===== src/rtl/mux4_rr_arbiter.sv =====
// mux4_rr_arbiter: round-robin arbiter that owns the select lines of a 4:1
// single-bit mux on behalf of four requesters. Ownership lasts for a burst
// and is capped at MAX_HOLD consecutive cycles when others are waiting.
// Optional build macro MUX4_ARB_LOCK_EN adds a 'lock' input that lets the
// current owner ignore the hold limit until its request drops.
module mux4_rr_arbiter #(
  parameter int unsigned MAX_HOLD = 8,
  parameter int unsigned CNT_W    = 8
) (
  input  logic             clk,
  input  logic             rst_n,
  input  logic [3:0]       req,
`ifdef MUX4_ARB_LOCK_EN
  input  logic             lock,
`endif
  output logic [3:0]       gnt,
  output logic [1:0]       sel,
  output logic             busy,
  output logic [CNT_W-1:0] hold_cnt
);

  typedef enum logic {IDLE, GRANT} state_t;

  localparam logic [CNT_W-1:0] LIMIT = CNT_W'(MAX_HOLD - 1);

  state_t           state, state_nxt;
  logic [1:0]       last_owner, last_nxt;
  logic [3:0]       gnt_nxt;
  logic [1:0]       sel_nxt;
  logic             busy_nxt;
  logic [CNT_W-1:0] cnt_nxt;
  logic             lock_on;

`ifdef MUX4_ARB_LOCK_EN
  assign lock_on = lock;
`else
  assign lock_on = 1'b0;
`endif

  // Returns {found, index} of the first set candidate, searching from last+1
  // and wrapping modulo 4.
  function automatic logic [2:0] rr_pick(input logic [3:0] cand,
                                         input logic [1:0] last);
    logic       found;
    logic [1:0] idx;
    logic [1:0] probe;
    found = 1'b0;
    idx   = '0;
    for (int unsigned k = 1; k <= 4; k++) begin
      probe = last + 2'(k);
      if (!found && cand[probe]) begin
        found = 1'b1;
        idx   = probe;
      end
    end
    return {found, idx};
  endfunction

  logic [2:0] pick_all;
  logic [2:0] pick_oth;
  logic       owner_req;
  logic       at_limit;
  logic       do_take;
  logic [1:0] take_idx;

  // Next-state and registered-output decision for IDLE/GRANT.
  always_comb begin
    state_nxt = state;
    gnt_nxt   = gnt;
    sel_nxt   = sel;
    busy_nxt  = busy;
    cnt_nxt   = hold_cnt;
    last_nxt  = last_owner;
    do_take   = 1'b0;
    take_idx  = '0;

    pick_all  = rr_pick(req, last_owner);
    pick_oth  = rr_pick(req & ~gnt, last_owner);
    owner_req = req[sel];
    at_limit  = (hold_cnt == LIMIT);

    unique case (state)
      IDLE: begin
        if (pick_all[2]) begin
          do_take  = 1'b1;
          take_idx = pick_all[1:0];
        end
      end
      GRANT: begin
        if (owner_req && (!at_limit || lock_on)) begin
          // Locked owner saturates at the limit instead of wrapping.
          if (!at_limit) cnt_nxt = hold_cnt + 1'b1;
        end else if (owner_req) begin
          // Hold expired: hand over to someone else, or restart the burst.
          if (pick_oth[2]) begin
            do_take  = 1'b1;
            take_idx = pick_oth[1:0];
          end else begin
            cnt_nxt = '0;
          end
        end else if (pick_all[2]) begin
          do_take  = 1'b1;
          take_idx = pick_all[1:0];
        end else begin
          state_nxt = IDLE;
          gnt_nxt   = '0;
          busy_nxt  = 1'b0;
          cnt_nxt   = '0;
        end
      end
      default: state_nxt = IDLE;
    endcase

    if (do_take) begin
      state_nxt = GRANT;
      gnt_nxt   = 4'b0001 << take_idx;
      sel_nxt   = take_idx;
      busy_nxt  = 1'b1;
      cnt_nxt   = '0;
      last_nxt  = take_idx;
    end
  end

  // State and output registers; last_owner resets to 3 so requester 0 wins first.
  always_ff @(posedge clk or negedge rst_n) begin
    if (!rst_n) begin
      state      <= IDLE;
      gnt        <= '0;
      sel        <= '0;
      busy       <= 1'b0;
      hold_cnt   <= '0;
      last_owner <= 2'd3;
    end else begin
      state      <= state_nxt;
      gnt        <= gnt_nxt;
      sel        <= sel_nxt;
      busy       <= busy_nxt;
      hold_cnt   <= cnt_nxt;
      last_owner <= last_nxt;
    end
  end

endmodule


===== config.mk =====
export PLATFORM = sky130hd
export DESIGN_NAME = mux4_rr_arbiter
export DESIGN_NICKNAME = d
export VERILOG_FILES = /design/src/rtl/mux4_rr_arbiter.sv
export SDC_FILE = /design/constraint.sdc
export NUM_CORES = 1
export LEC_CHECK = 0
export ABC_AREA = 1
export CAP_MARGIN = 20
export CORE_ASPECT_RATIO = 0.8
export CORE_UTILIZATION = 60
export CTS_CLUSTER_DIAMETER = 120
export DETAILED_ROUTE_END_ITERATION = 8
export DONT_BUFFER_PORTS = 1
export PLACE_DENSITY = 0.83
export SLEW_MARGIN = 40
export SYNTH_ARGS = -nofsm -noshare
export SYNTH_HDL_FRONTEND = slang
export SYNTH_SLANG_ARGS = --single-unit
export TNS_END_PERCENT = 20

===== constraint.sdc =====
create_clock -name clk -period 3.2 [get_ports clk]
set_input_delay 0.64 -clock clk [delete_from_list [all_inputs] [get_ports clk]]
set_output_delay 0.64 -clock clk [all_outputs]
set_load 0.005 [all_outputs]

### Yosys cells after proc, flatten, opt, wreduce, memory -nomap -nowiden

Cells that the tools add are included.

| cells by class | value |
|---|---|
| add/sub/neg operators | 4 |
| bitwise logic cells | 3 |
| mux-type cells | 65 |
| shift operators | 1 |
| equality and inequality tests | 7 |
| magnitude comparators | 5 |
| reduce and logical (&&, ||, !) cells | 17 |

Operator list:

| kind | count |
|---|---|
| 8-bit two-way mux | 7 |
| 1-bit two-way mux | 30 |
| 2-bit two-way mux | 12 |
| 4-bit two-way mux | 5 |
| 1-bit binary-select mux with 2-bit select | 9 |
| 2-bit by 3-bit < comparator with 1-bit output, second input constant | 5 |
| 8-bit by 1-bit adder with 8-bit output, second input constant | 1 |
| 8-bit by 3-bit == test with 1-bit output, second input constant | 1 |
| 4-bit AND reduction | 2 |
| 1-bit logical AND | 7 |
| 1-bit logical NOT | 7 |
| 2-bit adder, second input constant | 2 |
| 4-bit bitwise AND | 1 |
| 2-bit by 1-bit inequality test with 1-bit output, second input constant | 2 |
| 4-bit by 1-bit inequality test with 1-bit output, second input constant | 1 |
| 4-bit by 2-bit inequality test with 1-bit output, second input constant | 1 |
| 4-bit inverter | 1 |
| 2-bit one-hot mux with 2 select lines | 1 |
| 1-bit by 2-bit left shift with 4-bit output, first input constant | 1 |
| 3-bit inequality test, second input constant | 1 |
| 2-bit by 1-bit adder with 2-bit output, second input constant | 1 |
| 2-bit inequality test, second input constant | 1 |
| 1-bit one-hot mux with 2 select lines | 1 |
| 2-bit nonzero test | 1 |
| 1-bit inverter | 1 |

| storage, ports and cells | value |
|---|---|
| word-level logic and storage cells | 108 |
| output and inout port bits | 15 |
| register bits after elaboration | 18 |

### Longest topological paths before layout

| logic depth | value |
|---|---|
| depth in word-level cells | 20 |
| depth in mapped cells | 16 |
| gate-level depth less buffers | 14 |

### Worst setup path before layout

Ideal clock, no wire load.

| timing | value |
|---|---|
| kind | register to register |
| start | reg last_owner[0] |
| end | reg gnt[0] |
| setup slack | 1.474 ns |
| stages on the path, launching flop included | 16 |
| clock period less this slack | 1.726 ns |
| setup time | 0.118 ns |
| data arrival time | 1.608 ns |
| cell sequence | dfstp_2 buf_6 inv_6 buf_8 nand2_2 nand3_2 nand2_2 nand3_2 nor2_4 inv_2 nand2_2 nand2_2 nand2_2 inv_2 nand4_1 nand2_1 |

| on the way | value |
|---|---|
| longest elaborated chain between the ends | 19 |

Ends and longest elaborated chain:

| item | RTL line | source |
|---|---|---|
| start, declared | 27 | `logic [1:0] last_owner, last_nxt;` |
| start signal, assigned | 139 | `last_owner <= last_nxt;` |
| 2-bit by 1-bit adder with 2-bit output | 50 | `probe = last + 2'(k);` |
| 1-bit binary-select mux with 2-bit select | 51 | `if (!found && cand[probe]) begin` |
| 1-bit two-way mux (implied by the code) | 51 |  |
| 1-bit two-way mux | 51 |  |
| 1-bit logical NOT | 51 |  |
| 1-bit logical AND | 51 |  |
| 1-bit two-way mux | 51 |  |
| 1-bit logical NOT | 51 |  |
| [... 3 more ...] | n/a |  |
| 1-bit logical AND | 51 |  |
| 1-bit two-way mux or 2-bit two-way mux (tied branches) | 51 |  |
| 1-bit two-way mux, or another cell as far along | 84, 101 |  |
| 1-bit two-way mux or 2-bit two-way mux (tied branches) | 93 | `end else if (owner_req) begin` |
| 1-bit two-way mux or 2-bit two-way mux (tied branches) | 90 | `if (owner_req && (!at_limit \|\| lock_on)) begin` |
| 1-bit one-hot mux with 2 select lines or 2-bit one-hot mux with 2 select lines (tied branches) | 82 | `unique case (state)` |
| 2-bit inequality test (no source line), or another cell as far along | n/a |  |
| 4-bit AND reduction (no source line) or 4-bit two-way mux (tied branches) | n/a |  |
| end signal, assigned | 135 | `gnt <= gnt_nxt;` |
| end, declared | 16 | `output logic [3:0] gnt,` |

Several ways; a longest one is shown, not always the timed one. The select of a mux whose other input is x is not followed.
A chain may end at the register's enable or synchronous reset.

### Final worst setup path

Ends and elaborated chain as after synthesis.

==> results.json <==
{
  "met3_length_um": 311,
  "seq_power_share": 0.278,
  "ys_warn_count": 0,
  "grt_max_degree": 18,
  "initial_utilization": 0.640,
  "reg2reg_depth": 13,
  "switching_share": 0.550,
  "setup_slack_ns": 1.13,
  "synthTopCellsByArea": "dfrtp_1 29%, nand2_1 22%, nand3_1 7.2%, inv_1 5.9%, dfstp_2 3.8%",
  "drv_cap": 0,
  "layout_common_cells": "83 x nand2_1, 22 x inv_1, 20 x nand3_1",
  "root_buffer": "clkbuf_4",
  "max_freq_ghz": 0.484,
  "pre_cts_slack_ns": 1.18,
  "met1_length_um": 1500,
  "clk_latency_ns": 0.31,
  "antenna_cells": 0,
  "grt_pass1_vias": 1263,
  "route.met2.wl_um": 1490,
  "power_density_mw_per_mm2": 1100,
  "min_period_over_period": 0.645,
  "ys_types": 26,
  "worst_pin_slew_ns": 0.402,
  "clockBufferDepth": 2,
  "vias": 1391,
  "drtIter0Drc": 66,
  "end_kind": "flop",
  "die-area_mm2": 0.00252,
  "syn_area_per_cell_um2": 6.48,
  "ant_nets": 0,
  "cts-htree-levels": 1,
  "drc": 0,
  "antenna_found_initial": 0,
  "routed.top_layer": "met4",
  "slew_headroom": 0.731,
  "clkTransAtPathRegs_ns": 0.09,
  "syn_area_mm2": 0.00139,
  "die_w_um": 55.9,
  "r2r-start": "last_owner[0]$_DFFE_PN1P_",
  "grt_overflow": 0,
  "leakage_nw": 0.787,
  "cts_tree": "built",
  "min_period_ns": 2.07,
  "drt_pass1_iterations": 4,
  "drv_slew": 0,
  "area_delta_synth_final_pct": 3.50,
  "p_int_w": 0.000714,
  "p_clk_frac": 0.091,
  "final_area_mm2": 0.00144,
  "wirelength_um": 3360,
  "via_per_inst": 5.72,
  "port_buffers": 0,
  "cts.sink_count": 18,
  "clock_skew_ns": 0.0193,
  "cts_resized": 0,
  "nFillCells": 205,
  "status": "completed",
  "synth_nets": 222,
  "r2r_end": "gnt[0]$_DFFE_PN0P_",
  "nets": 226,
  "critical_path_class": "reg2reg",
  "ir_worst_vdd_mv": 0.760,
  "r2r_setup_slack_ns": 1.13,
  "yosys.area.top_type_share": 0.287,
  "placed_cell_area_mm2": 0.00138,
  "fp.dieH_um": 45.1,
  "arrival_ns": 2.26,
  "ys_ff_latch": 18,
  "core_mm2": 0.00218,
  "yosysSeqAreaShare": 0.325,
  "switchingPower_w": 0.000874,
  "drive_above_1_share": 0.128,
  "syn-instance-count": 215,
  "crit_required_ns": 3.39,
  "hold_path_class": "in2async",
  "critPathMaxFanout": 17,
  "finalHoldViolations": 0,
  "ios": 21,
  "gp_congestion": 0.977,
  "cts_made_buffers": 3,
  "setup-tns-final_ns": 0,
  "grt_pass1_wl_um": 5350,
  "combPwrFrac": 0.630,
  "startpoint_type": "flop",
  "setup_viol": 0,
  "final_common_cell": "nand2_1",
  "synth_top_cell_by_area": "dfrtp_1",
  "row_count": 15,
  "grt_setup_unrepaired": "false",
  "track_usage": 0.279,
  "place_hpwl_um": 2500,
  "routedWlPerCell_um": 13.8
}
==> synth_stat cells <==
library cell / n
ha_1: 1
o22ai_1: 1
nand2_4: 2
a21oi_1: 5
nor2_1: 12
nand4_1: 5
inv_4: 1
nand3_2: 3
o21ai_1: 5
nand2_1: 83
o21ai_2: 1
inv_6: 1
a32o_1: 1
nand3_1: 20
nor3_1: 7
nand2_2: 8
inv_1: 22
xor2_1: 1
dfstp_2: 2
inv_2: 5
buf_6: 3
nor2_4: 1
dfrtp_1: 16
o21a_1: 1
o21ai_0: 7
buf_8: 1
==> metrics by stage <==
| step | instances | utilization | hold WS (ns) | power [W] |
|---|---|---|---|---|
| after floorplan | 215 | - | 0.344 | 0.00128 |
| after detailed placement | 236 | 0.632 | 0.345 | 0.00142 |
| after CTS | 242 | 0.658 | 0.0139 | 0.00157 |
| after global routing | 243 | 0.663 | 0.142 | 0.00176 |
| after global placement | 236 | 0.632 | 0.345 | 0.00138 |
| final | 243 | 0.663 | 0.177 | 0.00159 |
==> critical path: stages, from the launching register on <==
cell,delay [ns]
dfstp_2,0.74
inv_6,0.11
nand2_1,0.10
nand2_2,0.09
nand2_1,0.14
nand3_2,0.13
nor2_4,0.15
inv_2,0.08
nand2_2,0.07
nand2_2,0.07
nand2_2,0.07
inv_2,0.06
nand4_1,0.10
nand2_1,0.06
==> how the worst max path moves through the flow <==
stage | from | end | slack (ns) | cells after the start
2_1_floorplan | last_owner[0]$_DFFE_PN1P_ | gnt[0]$_DFFE_PN0P_ | 1.47 | 15
3_3_place_gp | last_owner[0]$_DFFE_PN1P_ | gnt[0]$_DFFE_PN0P_ | 1.25 | 13
3_5_place_dp | last_owner[0]$_DFFE_PN1P_ | gnt[0]$_DFFE_PN0P_ | 1.18 | 13
4_1_cts | last_owner[0]$_DFFE_PN1P_ | gnt[0]$_DFFE_PN0P_ | 1.16 | 13
5_1_grt | last_owner[0]$_DFFE_PN1P_ | gnt[0]$_DFFE_PN0P_ | 0.95 | 13
6_report | last_owner[0]$_DFFE_PN1P_ | gnt[0]$_DFFE_PN0P_ | 1.13 | 13
==> flip-flops by register name, summed over array words and instances, names as in the netlist <==
name / count
hold_cnt: 8
gnt: 4
last_owner: 2
sel: 2
busy: 1
state: 1
==> per-layer routing <==
layer  track usage  up-vias
met5             0        -
met3        0.0974       10
li1              -      697
met1         0.371      624
met4         0.102        0
met2         0.431       60
==> kinds of logic (layout without fill, tap and decap cells) <==
| kind of cell | Yosys count | count (layout) | share of synthesized area |
|---|---|---|---|
| adder cells (fa/ha/maj) | 1 | 1 | 0.00898 |
| flip-flops | 18 | 18 | 0.325 |
| AO/OA/AOI/OAI | 21 | 21 | 0.0844 |
| AND/OR/NAND/NOR | 141 | 141 | 0.457 |
| XOR/XNOR | 1 | 1 | 0.00628 |
| buffers and inverters | 33 | 36 | 0.118 |
==> power groups by stage <==
stage | Clock (W) | Sequential, W | Combinational [W]
2_1_floorplan | 0 | 0.000379 | 0.000897
3_3_place_gp | 0 | 0.000439 | 0.000940
3_5_place_dp | 0 | 0.000444 | 0.000973
4_1_cts | 0.000150 | 0.000440 | 0.000983
5_1_grt | 0.000158 | 0.000455 | 0.00115
6_report | 0.000145 | 0.000442 | 0.00100
==> cell type report <==
type	instances	area, µm²	share of cell area
sequential	18	453	0.314
multi-input combinational	164	776	0.538
clock buffer	4	36.3	0.0252
inverter	29	116	0.0807
tap	25	31.3	0.0217
timing repair buffer	3	30.0	0.0208
==> timing repair <==
action,4_1_cts,5_1_grt
hold endpoints to repair,6,8
endpoints found under the setup margin,0,0
hold buffers,2,1
buffers inserted,0,0
Note: power is estimated with default switching activity, not from simulation.
